[config.mk]
export PLATFORM = sky130hd
export DESIGN_NAME = tuner_pkt_arbiter
export DESIGN_NICKNAME = d
export VERILOG_FILES = /design/src/rtl/tuner_pkt_arbiter_pkg.sv /design/src/rtl/tuner_pkt_arbiter_rr_arbiter.sv /design/src/rtl/tuner_pkt_arbiter.sv
export SDC_FILE = /design/constraint.sdc
export NUM_CORES = 1
export LEC_CHECK = 0
export BUFFER_PORTS_ARGS = -buffer_cell sky130_fd_sc_hd__buf_4
export CAP_MARGIN = 20
export CORE_MARGIN = 1
export CORE_UTILIZATION = 25
export DETAILED_ROUTE_END_ITERATION = 10
export PLACE_DENSITY_LB_ADDON = 0.25
export RECOVER_POWER = 100
export SLEW_MARGIN = 10
export SYNTH_ARGS = -nofsm -noshare
export SYNTH_HDL_FRONTEND = slang
export SYNTH_SLANG_ARGS = --single-unit
[constraint.sdc]
create_clock -name clk -period 3.1 [get_ports clk]
set_input_delay 0.775 -clock clk [delete_from_list [all_inputs] [get_ports clk]]
set_output_delay 0.775 -clock clk [all_outputs]
set_load 0.005 [all_outputs]
[src/rtl/tuner_pkt_arbiter_pkg.sv]
// ----------------------------------------------------------------------------
// tuner_pkt_arbiter_pkg
//   Shared constants for the tuner packet arbiter: default packet geometry,
//   FX2 slave-FIFO constants, the FSM state encoding and a small helper for
//   advancing the round-robin pointer.
// ----------------------------------------------------------------------------
package tuner_pkt_arbiter_pkg;

    localparam int PKT_LEN_DEF = 188;   // bytes per TS packet
    localparam int PID_W_DEF   = 12;    // PID index width
    localparam int SEL_W       = 2;     // tuner select / round-robin pointer width
    localparam int RADD_W      = 9;     // {half, byte[7:0]}

    // FX2 endpoint address driven on fadd
    localparam logic [1:0] FADD_EP = 2'b01;

    // FSM state encoding
    localparam logic [1:0] ST_IDLE  = 2'd0;
    localparam logic [1:0] ST_READ  = 2'd1;
    localparam logic [1:0] ST_DRAIN = 2'd2;

    // Pointer to the tuner after cur, wrapping n-1 -> 0
    function automatic logic [SEL_W-1:0] rr_next(input logic [SEL_W-1:0] cur, input int n);
        if (int'(cur) >= n - 1) begin
            return '0;
        end
        return cur + SEL_W'(1);
    endfunction

endpackage

[src/rtl/tuner_pkt_arbiter_rr_arbiter.sv]
// ----------------------------------------------------------------------------
// tuner_pkt_arbiter_rr_arbiter
//   Combinational round-robin picker: grants the first asserted request at or
//   after the pointer, searching upward and wrapping.
// Ports
//   req_i      N     request vector
//   ptr_i      2     search start index (must be < N)
//   gnt_o      N     one-hot grant (zero when no request)
//   gnt_idx_o  2     index of the granted request
//   gnt_vld_o  1     any request granted
// ----------------------------------------------------------------------------
module tuner_pkt_arbiter_rr_arbiter
    import tuner_pkt_arbiter_pkg::*;
#(
    parameter int N = 3
) (
    input  logic [N-1:0]     req_i,
    input  logic [SEL_W-1:0] ptr_i,
    output logic [N-1:0]     gnt_o,
    output logic [SEL_W-1:0] gnt_idx_o,
    output logic             gnt_vld_o
);

    always_comb begin : pick
        int idx;
        gnt_o     = '0;
        gnt_idx_o = '0;
        gnt_vld_o = 1'b0;
        idx       = 0;
        for (int k = 0; k < N; k++) begin
            idx = int'(ptr_i) + k;
            if (idx >= N) begin
                idx = idx - N;
            end
            if (!gnt_vld_o && req_i[idx]) begin
                gnt_vld_o  = 1'b1;
                gnt_o[idx] = 1'b1;
                gnt_idx_o  = SEL_W'(idx);
            end
        end
    end

endmodule

[src/rtl/tuner_pkt_arbiter.sv]
// ----------------------------------------------------------------------------
// tuner_pkt_arbiter
//   Schedules PKT_LEN-byte TS packets from NUM_TUNER ping-pong buffers onto
//   the FX2 slave-FIFO write port. Rising edges of req_i are latched as
//   pending requests, served round-robin; the granted half-buffer is read
//   byte by byte and written with pktstart/pktend framing, stalling on full.
// Ports
//   clk, rst        clock, asynchronous active-low reset
//   req_i/buf_h_i   per-tuner packet-ready level and half-buffer select
//   pid_i           per-tuner PID index of the ready packet
//   db_out_i        per-tuner buffer RAM read data (registered read)
//   db_radd_en/db_radd/db_rsel   RAM read enable, address, tuner select
//   rel_o           1-cycle pulse: half-buffer fully sent
//   ovf_o           sticky: request arrived while already pending
//   flaga/flagb     FX2 flags (flagb = not full; flaga unused)
//   fadd/sloe/slrd  FX2 constants
//   slwr/data_out   active-low write strobe and write data
//   pktstart_o/pktend_o  active-low framing, coincident with first/last byte
//   pid_idx/mrxdv   PID of packet in flight, packet-in-flight flag
// ----------------------------------------------------------------------------
module tuner_pkt_arbiter
    import tuner_pkt_arbiter_pkg::*;
#(
    parameter int NUM_TUNER = 3,
    parameter int PKT_LEN   = PKT_LEN_DEF,
    parameter int PID_W     = PID_W_DEF
) (
    input  logic                       clk,
    input  logic                       rst,
    input  logic [NUM_TUNER-1:0]       req_i,
    input  logic [NUM_TUNER-1:0]       buf_h_i,
    input  logic [NUM_TUNER*PID_W-1:0] pid_i,
    input  logic [NUM_TUNER*8-1:0]     db_out_i,
    output logic                       db_radd_en,
    output logic [RADD_W-1:0]          db_radd,
    output logic [SEL_W-1:0]           db_rsel,
    output logic [NUM_TUNER-1:0]       rel_o,
    output logic [NUM_TUNER-1:0]       ovf_o,
    input  logic                       flaga,
    input  logic                       flagb,
    output logic [1:0]                 fadd,
    output logic                       sloe,
    output logic                       slrd,
    output logic                       slwr,
    output logic [7:0]                 data_out,
    output logic                       pktstart_o,
    output logic                       pktend_o,
    output logic [PID_W-1:0]           pid_idx,
    output logic                       mrxdv
);

    localparam logic [7:0] LAST_IDX = 8'(PKT_LEN - 1);

    // flaga is part of the pinout only
    logic unused_flaga;
    assign unused_flaga = flaga;

    logic fifo_full;
    assign fifo_full = ~flagb;

    // ------------------------------------------------------------------
    // Request capture
    // ------------------------------------------------------------------
    logic [NUM_TUNER-1:0] req_q;
    logic [NUM_TUNER-1:0] rise;
    logic [NUM_TUNER-1:0] pend_vec;
    logic [NUM_TUNER-1:0] bufh_vec;
    logic [PID_W-1:0]     pid_lat [NUM_TUNER];
    logic [NUM_TUNER-1:0] take;

    assign rise = req_i & ~req_q;

    always_ff @(posedge clk or negedge rst) begin
        if (!rst) begin
            req_q <= '0;
        end else begin
            req_q <= req_i;
        end
    end

    for (genvar gi = 0; gi < NUM_TUNER; gi++) begin : g_cap
        logic             pend_q;
        logic             bufh_q;
        logic             ovf_q;
        logic [PID_W-1:0] pid_q;

        always_ff @(posedge clk or negedge rst) begin
            if (!rst) begin
                pend_q <= 1'b0;
                bufh_q <= 1'b0;
                ovf_q  <= 1'b0;
                pid_q  <= '0;
            end else if (rise[gi]) begin
                // a new edge wins over a same-cycle grant; the newer packet overwrites
                pend_q <= 1'b1;
                bufh_q <= buf_h_i[gi];
                pid_q  <= pid_i[gi*PID_W +: PID_W];
                if (pend_q && !take[gi]) begin
                    ovf_q <= 1'b1;
                end
            end else if (take[gi]) begin
                pend_q <= 1'b0;
            end
        end

        assign pend_vec[gi] = pend_q;
        assign bufh_vec[gi] = bufh_q;
        assign ovf_o[gi]    = ovf_q;
        assign pid_lat[gi]  = pid_q;
    end

    // ------------------------------------------------------------------
    // Round-robin grant
    // ------------------------------------------------------------------
    logic [SEL_W-1:0]     rr_ptr_q;
    logic [NUM_TUNER-1:0] gnt_oh;
    logic [SEL_W-1:0]     gnt_idx;
    logic                 gnt_vld;
    logic [1:0]           state_q;

    tuner_pkt_arbiter_rr_arbiter #(
        .N (NUM_TUNER)
    ) u_rr (
        .req_i     (pend_vec),
        .ptr_i     (rr_ptr_q),
        .gnt_o     (gnt_oh),
        .gnt_idx_o (gnt_idx),
        .gnt_vld_o (gnt_vld)
    );

    assign take = gnt_oh & {NUM_TUNER{state_q == ST_IDLE}};

    // ------------------------------------------------------------------
    // Read FSM
    // ------------------------------------------------------------------
    logic [RADD_W-1:0]    radd_q;
    logic [SEL_W-1:0]     sel_q;
    logic [PID_W-1:0]     pid_idx_q;
    logic                 mrxdv_q;
    logic [NUM_TUNER-1:0] rel_q;
    logic                 hold_q;
    logic                 pktend_q;

    // A held byte blocks further reads so at most one byte is ever parked
    assign db_radd_en = (state_q == ST_READ) && !fifo_full && !hold_q;

    always_ff @(posedge clk or negedge rst) begin
        if (!rst) begin
            state_q   <= ST_IDLE;
            rr_ptr_q  <= '0;
            radd_q    <= '0;
            sel_q     <= '0;
            pid_idx_q <= '0;
            mrxdv_q   <= 1'b0;
            rel_q     <= '0;
        end else begin
            rel_q <= '0;
            case (state_q)
                ST_IDLE: begin
                    if (gnt_vld) begin
                        state_q   <= ST_READ;
                        sel_q     <= gnt_idx;
                        radd_q    <= {bufh_vec[gnt_idx], 8'h00};
                        pid_idx_q <= pid_lat[gnt_idx];
                        mrxdv_q   <= 1'b1;
                    end
                end
                ST_READ: begin
                    if (db_radd_en) begin
                        // stop on the last byte: the address never leaves the half-buffer
                        if (radd_q[7:0] == LAST_IDX) begin
                            state_q <= ST_DRAIN;
                        end else begin
                            radd_q[7:0] <= radd_q[7:0] + 8'd1;
                        end
                    end
                end
                ST_DRAIN: begin
                    if (!pktend_q) begin
                        rel_q[sel_q] <= 1'b1;
                        mrxdv_q      <= 1'b0;
                        rr_ptr_q     <= rr_next(sel_q, NUM_TUNER);
                        state_q      <= ST_IDLE;
                    end
                end
                default: state_q <= ST_IDLE;
            endcase
        end
    end

    // ------------------------------------------------------------------
    // FIFO write path with single-byte hold
    // ------------------------------------------------------------------
    logic       rd_pend_q;
    logic [7:0] rd_idx_q;
    logic [7:0] hold_idx_q;
    logic [7:0] data_q;
    logic       slwr_q;
    logic       pktstart_q;
    logic [7:0] rd_byte;

    assign rd_byte = db_out_i[int'(sel_q)*8 +: 8];

    always_ff @(posedge clk or negedge rst) begin
        if (!rst) begin
            rd_pend_q  <= 1'b0;
            rd_idx_q   <= '0;
            hold_q     <= 1'b0;
            hold_idx_q <= '0;
            data_q     <= '0;
            slwr_q     <= 1'b1;
            pktstart_q <= 1'b1;
            pktend_q   <= 1'b1;
        end else begin
            rd_pend_q <= db_radd_en;
            rd_idx_q  <= radd_q[7:0];
            if (hold_q) begin
                // retry the parked byte; data_out already carries it
                if (!fifo_full) begin
                    hold_q     <= 1'b0;
                    slwr_q     <= 1'b0;
                    pktstart_q <= (hold_idx_q != 8'd0);
                    pktend_q   <= (hold_idx_q != LAST_IDX);
                end else begin
                    slwr_q     <= 1'b1;
                    pktstart_q <= 1'b1;
                    pktend_q   <= 1'b1;
                end
            end else if (rd_pend_q) begin
                data_q <= rd_byte;
                if (!fifo_full) begin
                    slwr_q     <= 1'b0;
                    pktstart_q <= (rd_idx_q != 8'd0);
                    pktend_q   <= (rd_idx_q != LAST_IDX);
                end else begin
                    hold_q     <= 1'b1;
                    hold_idx_q <= rd_idx_q;
                    slwr_q     <= 1'b1;
                    pktstart_q <= 1'b1;
                    pktend_q   <= 1'b1;
                end
            end else begin
                slwr_q     <= 1'b1;
                pktstart_q <= 1'b1;
                pktend_q   <= 1'b1;
            end
        end
    end

    // ------------------------------------------------------------------
    // Outputs
    // ------------------------------------------------------------------
    assign db_radd    = radd_q;
    assign db_rsel    = sel_q;
    assign rel_o      = rel_q;
    assign fadd       = FADD_EP;
    assign sloe       = 1'b1;
    assign slrd       = 1'b1;
    assign slwr       = slwr_q;
    assign data_out   = data_q;
    assign pktstart_o = pktstart_q;
    assign pktend_o   = pktend_q;
    assign pid_idx    = pid_idx_q;
    assign mrxdv      = mrxdv_q;

endmodule

# After elaboration in Yosys (flattened, before gate mapping)
# Index checks and enable logic that the tools add are counted.
[word_totals]
register_bits = 108
in_bits = 70
word_cells = 177
[classes]
bitwise = 9
n_eq_ne = 10
muxes = 72
reduce_logical = 35
n_shift = 1
n_addsub = 7
magnitude_cmp = 14
[ops]
columns = ["cell", "count"]
rows = [
  ["$ge A32 B1 Y1 const B", 3],
  ["$lt A32 B4 Y1 const B", 3],
  ["$mux W32", 3],
  ["$ge A32 B3 Y1 const B", 2],
  ["$sub A32 B3 Y32 const B", 2],
  ["$mux W1", 38],
  ["$bmux W12 S2", 1],
  ["$mux W12", 2],
  ["$mux W8", 3],
  ["$shiftx A24 B6 Y8", 1],
  ["$mux W2", 9],
  ["$ne A8 B8 Y1 const B", 2],
  ["$pmux W8 S2", 1],
  ["$reduce_bool A8 Y1", 2],
  ["$mux W3", 5],
  ["$reduce_and A2 Y1", 6],
  ["$logic_and A1 B1 Y1", 11],
  ["$reduce_bool A2 Y1", 5],
  ["$add A8 B1 Y8 const B", 1],
  ["$bmux W1 S2", 4],
  ["$demux W1 S2", 4],
  ["$eq A8 B8 Y1 const B", 1],
  ["$ne A2 B2 Y1 const B", 4],
  ["$reduce_and A4 Y1", 2],
  ["21 further kinds", 33],
]

# Longest topological paths before layout
# Gate-level depths: netlist of the first run.
[depth]
depth_word = 16
ltp_mapped = 11
mapped_depth_nobuf = 8

# Hierarchy
# Synthesis of the first run repeated with hierarchy kept, for this count alone.
[hier_totals]
hier_cells = 509
area_unflattened_um2 = 4939.7
[modules_own_cells]
columns = ["module", "area_each_um2", "cells_per_inst", "instances"]
rows = [
  ["tuner_pkt_arbiter", 4558.1, 457, 1],
  ["tuner_pkt_arbiter_rr_arbiter", 381.6, 52, 1],
]

# Worst setup path after synthesis of the first run
# No wires, ideal clock.
[synth_path]
kind = "register to register"
start = "register rr_ptr_q[1]"
end = "register pid_idx_q[1] (netlist: pid_idx[1])"
slack_ns = 0.825
stages_incl_launch_ff = 12
t_arrival_ns = 2.143
cell_sequence = "dfrtp_1 -> inv_1 -> ha_1 -> buf_6 -> mux2i_2 -> o22ai_2 -> nor4_2 -> o32a_2 -> buf_6 -> buf_12 -> mux2i_1 -> o221ai_2"
[synth_between]
elab_chain_len = 16
word_cells_on_any_way = 35
classes_between = "add/sub: 5; order compare: 3; mux: 21; bitwise: 1; reduce/logical: 5"
[synth_lines]
columns = ["element", "line", "text"]
rows = [
  ["from (decl)", "tuner_pkt_arbiter.sv:115", "logic [SEL_W-1:0] rr_ptr_q;"],
  ["from (signal assigned)", "tuner_pkt_arbiter.sv:182", "rr_ptr_q <= rr_next(sel_q, NUM_TUNER);"],
  ["parallel branches: the longest is 16 deep, another holds $sub A32 B3 Y32", "--", ""],
  ["to (signal assigned)", "tuner_pkt_arbiter.sv:164", "pid_idx_q <= pid_lat[gnt_idx];"],
  ["to (decl)", "tuner_pkt_arbiter.sv:138", "logic [PID_W-1:0] pid_idx_q;"],
]
# Parallel ways; which one is timed is not known. The select of a mux whose other input is x is not followed.
# A chain may end at the register's enable or synchronous reset.

# Worst setup path in the final report of the first run
[layout_path]
start = "register rr_ptr_q[1]"
end = "register pid_idx_q[5] (netlist: pid_idx[5])"
# Same word-level chain as after synthesis.

==> results summary, run 1 <==
The run finished with clean final reports. The critical path depth came out at 8. The detail route stage leaves a number of antenna-violating nets equal to 0.

The top-area cell type share of the netlist area is 0.540. Clock tree synthesis selected as its root buffer the cell clkbuf_16. Sorting the synthesized cells by area gives the leading types as dfrtp_1 54%, nand2_1 11%, mux2i_1 4.7%. The number of rows created at floorplan is 50. Subtracting the final worst setup slack from the clock period gives 2.82 ns. The number of CTS-inserted buffers came out at 9. The first-pass GRT wire length came out at between 15000 and 20000 um. The number of max-slew violations in the final report came out at 0.

The number of antenna repair diodes is 0. In this run the tightest slew margin relative to its limit is 0.00373. The largest incremental delay on the critical path is ~0.51 ns. The clock edge transition at the registers on the reported setup and hold paths came out at roughly 0.070 ns.

The power per cell area is 556 mW/mm^2. The clock passes through at most 2 buffers. The total leakage power came out at approximately 2.8 nW. Data arrives at the worst endpoint at roughly 3.1 ns. The via density per instance is 4.39.

Between clock sinks in the finished design, the worst skew comes to slightly above 0.009 ns. Based on the critical path, the design can be clocked at up to 354 MHz. The number of levels the H-tree was split into is 3. Setup violations remaining at the end of the flow were counted as 0. The worst vdd rail ir drop is 231 uV. The cell depth of the worst min-delay path came out at 0. In this run, synthesis inferred 0 flip-flops with an integrated enable. In the synthesized netlist the dominant register cell turns out to be dfrtp_1.

STA classifies the critical path startpoint as a flip-flop. The most frequent cell after synthesis is nand2_1. The number of hold buffers added after CTS was 0.

In this design, the critical path's most frequently occurring cell is mux2i_1. The setup path with the least slack is of type reg2reg. The total number of clock tree sinks came out at 108. After the first detailed-routing iteration, the DRC count stood at around 210. The synthesized flop and latch total came out at approximately 110. The chip width is 142 um. The overall power after layout is 3.41 mW. The maximum fanout count along the critical path is 14. The height of the chip came out at between 100 and 150 um. Setup repair after global routing left no endpoint under its margin. The setup fix buffers added after clock tree synthesis is 0. For the pin with the worst max-slew slack, the measured transition is between 1 and 1.5 ns. The routed design has between 10000 and 15000 um of wire.

The final critical-path share of the clock period came out at 0.911. The detailed-route via count came out at ~3.7k. After floorplanning, the core was sized to cover approximately 0.019 mm^2. The average footprint of a synthesized cell came out at roughly 10 um^2. The die area is roughly 0.02 mm^2. The count of nets after finishing is ~650. The growth of design area from synthesis to finish is 25.9%. The count of buffer and inverter cells on the critical path came out at 1. For this run, the register share of the synthesized area comes to 0.556. The starting density of the core is 0.258.

For the worst flop-to-flop path, the logic depth is 8. The largest net degree at the start of global routing came out at ~110. The post-cts gate resize count is 0. In the synthesized netlist, the cells that appear most often are 137 x nand2_1, 105 x dfrtp_1, 30 x o21ai_0. The top cell type by total area after synthesis is dfrtp_1. The number of antenna violations at the first check in global routing was 0. TritonCTS built the clock tree. Across the run, the number of max-cap violations was 0. The total of warnings raised by yosys is 0.

The detailed placement HPWL is 8780 um. The final total negative setup slack came out at 0 ns. The share of cells above drive strength 1 is 0.251. The gate family responsible for the most delay along the worst path is compound AO/OA/AOI/OAI gates. The overall fraction of global-route tracks in use is 0.128. The kind of end point of the critical path is a flip-flop.

The number of hold-slack violations in the final timing report came out at 0. The number of global-route vias before repair came out at about 3.8k. The cell at the slowest stage of the critical path is o32a_2. The fraction of synthesis flops using an asynchronous set or reset pin is 1.00. The post-detailed-route wirelength per cell is 14.5 um. The I/O pin total came out at approximately 120.

After synthesis, the netlist uses 53 different library cells. The tightest min-delay check is of the reg2reg type. The remaining routing DRC violations is 0. In the synthesized netlist, the number of instances is about 480.

After global routing the overflow that remains totals 0. The number of input and output port buffers inserted came out at 110. Walking the worst path, the cells encountered are inv_1 -> ha_1 -> mux2i_1 -> o22ai_2 -> nor4_1 -> o32a_2 -> mux2i_1 -> o221ai_2. Routability-driven placement finished with a final weighted congestion of 0.860. The source-to-sink clock delay at the later pin of the worst-skew pair is around 0.35 ns. At the worst endpoint, the required time is 3.33 ns.

The cell area that synthesis handed to floorplanning was roughly 0.0049 mm^2. The pre-antenna-repair detailed-routing pass consisted of 4 iterations.
## area by class of cell
type	count	area, um^2
well taps	260	325
clock buffers	11	243
inverters	18	67.6
multi-input cells	323	1890
repair buffers	117	835
clock inverters	5	66.3
fillers	1978	12800
flip-flops and latches	108	2710
## layout by cell type (no fill, tap or decap), types with 3 or more instances in the layout
cell type    n
o21bai_1     3
ha_1         5
and3_1       3
clkbuf_1    12
clkbuf_4    36
a21oi_1      8
nor3_1       5
nor3b_1      3
conb_1       4
o221ai_1     4
mux2i_1     24
nand4_1      4
nor2_1      23
mux2_2       8
xnor2_1      4
nand3_1      4
o21ai_0     30
clkbuf_16    9
inv_1       18
nor2b_1      4
o221ai_2     9
nor4_1       3
buf_4       69
nand2_1    137
dfrtp_1    105
nand2b_1     8
## metrics by stage
stage	utilization	hold slack, ns	cells	cell area [um^2]	setup slack [ns]
floorplan	-	0.394	480	4870	0.825
global placement	0.312	0.409	826	5900	0.379
detailed placement	0.312	0.411	826	5900	0.353
CTS	0.329	0.423	842	6210	0.338
global route	0.324	0.430	842	6130	0.0978
finish	0.324	0.410	842	6130	0.277
## sequential cells by signal, summed over array words and instances (netlist names)
signal	cells
data_out	8
rel_o	3
rr_ptr_q	2
g_cap.pid_q	36
g_cap.pend_q	3
state_q	2
pktstart_o	1
db_rsel	2
rd_idx_q	8
hold_idx_q	8
g_cap.bufh_q	3
pktend_o	1
rd_pend_q	1
db_radd	9
mrxdv	1
pid_idx	12
hold_q	1
req_q	3
g_cap.ovf_q	3
slwr	1
## worst reg2reg max path: stages (launching register included)
cell and delay (ns):
dfrtp_1 0.42, inv_1 0.10, ha_1 0.34, mux2i_1 0.41
o22ai_2 0.18, nor4_1 0.30, o32a_2 0.51, mux2i_1 0.33
o221ai_2 0.13
## per-layer routing
layer  GRT usage  part of all wire  wire, um  up-vias
met2       0.208              0.47      5740      112
li1            -                 -         -     1798
met5           0                 0         0        -
met4      0.0396            0.0095       116        0
met1       0.166              0.46      5580     1784
met3      0.0348             0.062       754        6
## where the power goes
group          switching (mW)  internal [mW]  leakage, nW  total [mW]
Combinational           0.225          0.248         1.35       0.473
Clock                   0.515          0.659        0.148        1.17
Sequential              0.154           1.61         1.33        1.76
## logic make-up (layout without fill, tap and decap cells)
family / count (synthesis) / after routing / share of synthesized area
other cells: 2 / 4 / 0.00154
simple gates: 201 / 201 / 0.179
flops: 108 / 108 / 0.556
mux: 32 / 32 / 0.0687
buf+inv: 49 / 151 / 0.0535
compound gates: 75 / 75 / 0.118
fa+ha+maj: 5 / 5 / 0.0129
xor+xnor: 6 / 6 / 0.0108
## worst paths after layout
| check | startpoint | endpoint | slack, ns |
|---|---|---|---|
| min reg2reg | db_radd[7]$_DFFE_PN0P_ | rd_idx_q[7]$_DFF_PN0_ | 0.41 |
| max reg2reg | rr_ptr_q[1]$_DFFE_PN0P_ | pid_idx[5]$_DFFE_PN0P_ | 0.28 |
| min in group asynchronous | rst | hold_idx_q[1]$_DFFE_PN0P_ | 0.86 |
| max | rr_ptr_q[1]$_DFFE_PN0P_ | pid_idx[5]$_DFFE_PN0P_ | 0.28 |
| min | db_radd[7]$_DFFE_PN0P_ | rd_idx_q[7]$_DFF_PN0_ | 0.41 |
| max in group asynchronous | rst | g_cap[2].pid_q[8]$_DFFE_PN0P_ | 1.24 |
No activity file was read; power rests on OpenSTA's default activity.
==> run 2, diff against run 1 <==
==> constraint.sdc (replaced) <==
create_clock -name clk -period 2.9 [get_ports clk]
set_input_delay 0.725 -clock clk [delete_from_list [all_inputs] [get_ports clk]]
set_output_delay 0.725 -clock clk [all_outputs]
set_load 0.05 [all_outputs]
==> run 2 against run 1 <==
Clock skew down 0.0028 ns. Sequential share of layout area increased by 0.84 points. First-iteration DRC count fell by 30%. Final cell count grew 0.24%. Worst setup slack worse by 0.13 ns.
==> results summary, run 2 (synthesis results as in run 1) <==
For this design, the slowest cell found on the critical path is dfrtp_1. The count of buffer and inverter cells on the critical path came out at 2. The root buffer cell chosen for the clock tree is clkbuf_16.

The flop-to-flop setup slack came out at between 0.1 and 0.15 ns. The power per cell area is roughly 640 mW/mm^2. The largest net degree at the start of global routing came out at a little under 60. The I/O pin total came out at 116. The number of max-cap violations is 0. The source-to-sink clock delay at the later pin of the worst-skew pair came out at 0.34 ns. The number of max-slew violations in the final report came out at 0. The detailed placement HPWL came out at approximately 9000 um. Setup violations remaining at the end of the flow were counted as 0.

Using the TritonRoute via totals, the vias-per-cell ratio works out to 4.43. Leaving out fill and tap cells, the most frequent cells in the layout are 137 x nand2_1, 105 x dfrtp_1, 67 x buf_4. Row generation in the floorplan step produced 50 rows. The sum of routed wire length over all layers came out at approximately 12000 um. The number of hold-repair buffers added at the cts stage is 0. The flow ran to the end, and the final reports show no timing, DRC or antenna violations.

The core footprint is 0.0189 mm^2. The overall fraction of global-route tracks in use came out at 0.125. The remaining antenna violation count came out at 0. The worst slew slack as a fraction of its limit is 0.269. The height of the chip is roughly 140 um. The final worst hold slack is around 0.41 ns.

The startpoint identified for the worst register-to-register timing path is rr_ptr_q[1]$_DFFE_PN0P_. g_cap.pid_q holds more flip-flops than any other register. Before antenna repair, the detailed router went through 4 iterations. The worst register-to-register path ends at pid_idx[5]$_DFFE_PN0P_. The data arrival time of the worst path came out at about 3.0 ns. TritonCTS built the clock tree. The required time at the worst-slack endpoint came out at ~3.1 ns.

The critical path class is reg2reg. The met2 track utilization from global routing is 0.194. In this design, the largest share of critical-path delay is due to multiplexers. The remaining routing DRC violations came out at 0. The share of cells above drive strength 1 is 0.195. The number of flip-flops in the largest register came out at 36. The number of antenna repair diodes is 0. Derived from the worst setup path, the maximum achievable clock frequency is around 360 MHz. The number of CTS-inserted buffers came out at 9. The kind of end point of the critical path is a flip-flop. The type of the worst min-delay path is reg2reg.

The first global-routing pass estimated 19500 um of wire. The number of global-route vias before repair is 3761. The number of antenna violations at the first check in global routing is 0. The violation count after the first detailed-route iteration came out at between 100 and 150. Clock-pin slew was measured on the worst setup and hold paths at about 0.080 ns. The startpoint identified for the worst hold timing path is db_radd[7]$_DFFE_PN0P_. The path with the worst hold slack has its endpoint at rd_idx_q[7]$_DFF_PN0_.

Traced cell by cell, the critical path runs through inv_1 -> ha_2 -> mux2i_2 -> o22ai_2 -> nor4_2 -> o32a_2 -> buf_6 -> mux2i_1 -> o221ai_2. The transition time at the pin with the least slew margin is about 1.1 ns. After detailed routing, the average wire length per cell comes to approximately 14 um.

The post-route clock skew came out at between 0.006 and 0.007 ns. The worst setup path is launched from a flip-flop. The net count of the finished layout is ~650.

The number of hold-slack violations in the final timing report is 0. The floorplan step defined a die boundary enclosing roughly 0.02 mm^2. The busiest layer in global routing is met2. The starting density of the core is 0.258. The worst vdd rail ir drop came out at around 240 uV. On the worst path, the slowest cell contributes a delay of approximately 0.42 ns. The number of cells on the worst reg-to-reg path is 9. For the final routed database, the setup TNS stands at 0 ns. The total leakage power is roughly 2.7 nW. The detailed-route via count is 3736.

The number of filler instances in the final layout came out at approximately 2.0k. The maximum fanout count along the critical path is 9. The number of levels the H-tree was split into is 3.

The total grt overflow is 0. Setup repair after global routing left no endpoint under its margin. The chip width is between 100 and 150 um. The final critical-path share of the clock period came out at 0.950.

The number of input and output port buffers inserted came out at 110. The growth of design area from synthesis to finish is 23.6%. The tree built by TritonCTS fans out to about 110 sinks.

The worst path needs roughly 2.8 ns of the cycle, external delays included. The met1 usage came out at 0.171. The global placer's final weighted congestion is ~0.84. Leaving out fill and tap cells, the most frequent cell in the layout is nand2_1. The buffer depth of the longest clock path is 2. The worst hold path passes through 0 cells.

For this run, global-route usage on met3 was measured as 0.0334.
==> run 2: cell types whose count changed in the layout (fill, tap and decap cells not counted), moves of 2 or more <==
cell      previous run  this run
clkbuf_4            36         0
buf_4               69        67
clkbuf_1            12        48
o221ai_2             9         7
inv_8                1         3
o221ai_1             4         6
==> run 2: final cells by class <==
class | instances | area (um^2) | share of cell area
Timing Repair Buffer | 119 | 724 | 0.120
Sequential cell | 108 | 2710 | 0.450
Clock buffer | 11 | 253 | 0.0420
Clock inverter | 5 | 51.3 | 0.00853
Inverter | 18 | 67.6 | 0.0112
Multi-Input combinational cell | 323 | 1890 | 0.314
Tap cell | 260 | 325 | 0.0541
==> run 2: worst max path at each step <==
stage	from	to	slack, ns	cells after the start
after global routing	rr_ptr_q[1]$_DFFE_PN0P_	pid_idx[5]$_DFFE_PN0P_	0.03	9
after global placement	rr_ptr_q[1]$_DFFE_PN0P_	pid_idx[5]$_DFFE_PN0P_	0.28	9
final	rr_ptr_q[1]$_DFFE_PN0P_	pid_idx[5]$_DFFE_PN0P_	0.14	9
after CTS	rr_ptr_q[1]$_DFFE_PN0P_	pid_idx[5]$_DFFE_PN0P_	0.06	9
after floorplan	rr_ptr_q[1]$_DFFE_PN0P_	pid_idx[1]$_DFFE_PN0P_	0.63	11
after detailed placement	rr_ptr_q[1]$_DFFE_PN0P_	pid_idx[5]$_DFFE_PN0P_	0.1	9
==> run 2: power breakdown <==
| part | switching, mW | internal, mW | leakage (nW) |
|---|---|---|---|
| registers | 0.165 | 1.72 | 1.33 |
| clock network | 0.577 | 0.653 | 0.152 |
| logic | 0.500 | 0.223 | 1.24 |
==> run 2: what timing repair did <==
action                                 in CTS  in global routing
gates resized for setup                     0                  1
buffers inserted                            0                  0
setup endpoints to repair                   0                  5
endpoints found under the hold margin       0                  0
==> run 2: stage by stage <==
| stage | std cells | power, mW | cell area [um^2] | setup slack, ns | util |
|---|---|---|---|---|---|
| floorplan | 480 | 2.39 | 4870 | 0.625 | - |
| global placement | 828 | 2.69 | 5930 | 0.284 | 0.314 |
| detailed placement | 828 | 2.71 | 5930 | 0.0965 | 0.314 |
| CTS | 844 | 3.97 | 6230 | 0.0631 | 0.330 |
| global route | 844 | 4.05 | 6010 | 0.0280 | 0.318 |
| finish | 844 | 3.84 | 6010 | 0.145 | 0.318 |
==> run 2: metal layers <==
| metal | part of all wire | wire, um |
|---|---|---|
| met1 | 0.49 | 5940 |
| met2 | 0.44 | 5380 |
| met3 | 0.059 | 722 |
| met4 | 0.011 | 133 |
| met5 | 0 | 0 |
==> run 2: worst reg2reg max path, delay by kind of cell, from the launching register on <==
kind	cells	cell delay, ns
simple gates	1	0.32
compound gates	3	0.64
fa+ha+maj	1	0.29
buf+inv	2	0.31
mux	2	0.66
flops	1	0.42
==> run 3, diff against run 2 <==
CTS_CLUSTER_SIZE = 28   (was unset)
MAX_ROUTING_LAYER = met4   (was unset)
==> run 3 against run 2 <==
Count of clock-buffer cells in the layout shrank 2. Critical endpoint unchanged. Clock power grew 12%. Global-route usage rose by 0.72 points. Utilization up 0.27 points. Register-to-register slack improved by 0.08 ns. Combinational power is 0.6% higher. First-iteration DRC count grew 39%. Highest routed layer unchanged. Die area is the same. Critical path type unchanged.
==> results summary, run 3 (synthesis results as in run 1) <==
From synthesis to final layout, the design area changed by 24.7%. The setup fix buffers added after clock tree synthesis is 0. The number of antenna violations at the first check in global routing is 0. The sum of routed wire length over all layers is 12200 um.

The final total negative setup slack came out at 0 ns. The footprint of the multi-input gates is about 0.0019 mm^2. The source-to-sink clock delay at the later pin of the worst-skew pair is 0.35 ns. The relative contribution of the clock network to total power is 0.346. The number of hold buffers added after CTS was 0. The switching power is 1.27 mW. The utilization after layout came out at 0.321.

The buffer depth of the longest clock path came out at 2. Broken down by cell family, the worst path's largest delay share belongs to multiplexers. Leaving out fill and tap cells, the most frequent cell in the layout is nand2_1. The I/O pin total is 116. The slowest stage of the critical path belongs to the cell dfrtp_1. The die area is 0.0200 mm^2. Clock-pin slew was measured on the worst setup and hold paths at roughly 0.08 ns. The run finished with clean final reports. The number of filler instances in the final layout is between 2k and 2.5k. At the end of the flow, the number of nets in the layout was between 600 and 700. The number of global-route vias before repair came out at roughly 3.9k. Between clock sinks in the finished design, the worst skew comes to 0.0117 ns. The number of rows created at floorplan came out at 50. Setup violations remaining at the end of the flow were counted as 0. The worst vdd rail ir drop came out at 282 uV.

Together, buffers and inverters on the worst path number 2. Dividing the detail-routed via count by the number of cells gives around 4.4. Setup repair after global routing left no endpoint under its margin.

The first-pass GRT wire length came out at between 20000 and 25000 um. The overall fraction of global-route tracks in use is 0.133. Of all nets on the critical path, the largest fanout is 9. The area used by sequential logic in the layout is around 0.0027 mm^2.

The number of levels the H-tree was split into is 3. Of the available clock period, the critical path in the final layout requires 0.924. Across all layers, the routed design uses between 3k and 4k vias. The starting density of the core came out at 0.258. The critical path class is reg2reg. The analysis attributes to cell leakage a power of between 2 and 3 nW. The internal power came out at approximately 2.7 mW.

The number of CTS-inserted buffers is 9. The total grt overflow is 0. The violation count after the first detailed-route iteration came out at 200. The post-route minimum period is about 2.7 ns.

The data arrival time of the worst path came out at approximately 2.9 ns. The chip width came out at between 100 and 150 um. The congestion estimate from routability-driven global placement came to approximately 0.80. The sequential group share of total power came out at 0.472. After routing the design area is around 0.0061 mm^2. The number of max-cap violations is 0. TritonCTS built the clock tree. The number of hold-slack violations in the final timing report is 0. Measured along the y axis, the die boundary spans roughly 140 um. The largest net degree at the start of global routing is 50. The root buffer cell is clkbuf_16.

Summing all placed instances gives a cell area of just under 0.006 mm^2. For the worst setup path, the data required time is 3.13 ns. The switching power as a share of total power came out at 0.318. The count of nets left with antenna violations once routing finished came out at 0.

STA classifies the critical path startpoint as a flip-flop. Counting flops per register, the top entry is g_cap.pid_q. The register with the most flip-flops in the layout has 36 of them.

The min-delay analysis places its worst path in the category reg2reg. The remaining routing DRC violations is 0. Derived from the worst setup path, the maximum achievable clock frequency is about 370 MHz. The worst setup path is captured at a flip-flop. The power per cell area is 657 mW/mm^2.

The library cells used most frequently in the layout, excluding fill and tap cells, are 137 x nand2_1, 105 x dfrtp_1, 69 x buf_4. The worst slew slack as a fraction of its limit is 0.182. The share of cells above drive strength 1 came out at 0.200. The largest incremental delay on the critical path is about 0.41 ns. The number of max-slew violations in the final report is 0. The number of antenna diodes in the final layout is 0. After detailed routing, the average wire length per cell comes to around 14 um. The pre-antenna-repair detailed-routing pass consisted of 4 iterations. The part of the total power dissipated in combinational logic is 0.182.

The number of input and output port buffers inserted came out at 110. Walking the worst path, the cells encountered are inv_1 -> ha_1 -> mux2i_2 -> o22ai_2 -> nor4_1 -> o32a_2 -> buf_12 -> mux2i_1 -> o221ai_2. The floorplan step defined a core boundary enclosing between 0.015 and 0.02 mm^2. Gates resized during post-CTS repair numbered 0. The transition time at the pin with the least slew margin is ~1.2 ns.

Summed over all nets, the half-perimeter wirelength after detailed placement is about 9000 um. The clock net in this run drives a total of 108 sinks.
[run 3: stage by stage]
step	setup slack (ns)	hold slack, ns	total power, mW	cells
final	0.220	0.420	3.99	845
after global routing	0.0285	0.446	4.19	845
after CTS	0.193	0.392	4.12	845
after detailed placement	0.205	0.414	2.72	829
after global placement	0.284	0.408	2.70	829
after floorplan	0.625	0.415	2.39	480
[run 3: layout make-up]
| type | count | area share |
|---|---|---|
| clock buffers | 9 | 0.0371 |
| clock inverters | 7 | 0.0194 |
| inverters | 18 | 0.0111 |
| multi-input cells | 323 | 0.312 |
| flip-flops and latches | 108 | 0.446 |
| well taps | 260 | 0.0536 |
| repair buffers | 120 | 0.121 |
[run 3: final timing paths]
path                                    startpoint                       to  slack [ns]  cells after the start
max reg2reg                rr_ptr_q[1]$_DFFE_PN0P_   pid_idx[5]$_DFFE_PN0P_        0.22                      9
min reg2reg                 db_radd[7]$_DFFE_PN0P_    rd_idx_q[7]$_DFF_PN0_        0.42                      0
min in group asynchronous                      rst    rd_idx_q[2]$_DFF_PN0_        0.58                      1
min                         db_radd[7]$_DFFE_PN0P_    rd_idx_q[7]$_DFF_PN0_        0.42                      0
max in group asynchronous                      rst  rr_ptr_q[1]$_DFFE_PN0P_        0.52                      2
max                        rr_ptr_q[1]$_DFFE_PN0P_   pid_idx[5]$_DFFE_PN0P_        0.22                      9
[run 3: power by group through the flow]
| stage | registers (mW) | logic (mW) | clock network [mW] |
|---|---|---|---|
| 3_3_place_gp | 1.91 | 0.789 | 0 |
| 2_1_floorplan | 2.10 | 0.283 | 0 |
| 4_1_cts | 1.88 | 0.808 | 1.43 |
| 3_5_place_dp | 1.91 | 0.804 | 0 |
| 5_1_grt | 1.91 | 0.797 | 1.48 |
| 6_report | 1.88 | 0.727 | 1.38 |
[run 3: layer usage]
metal / track usage / part of all wire
met5: - / 0
met2: 0.206 / 0.46
met3: 0.0317 / 0.058
met1: 0.171 / 0.47
met4: 0.0402 / 0.0094
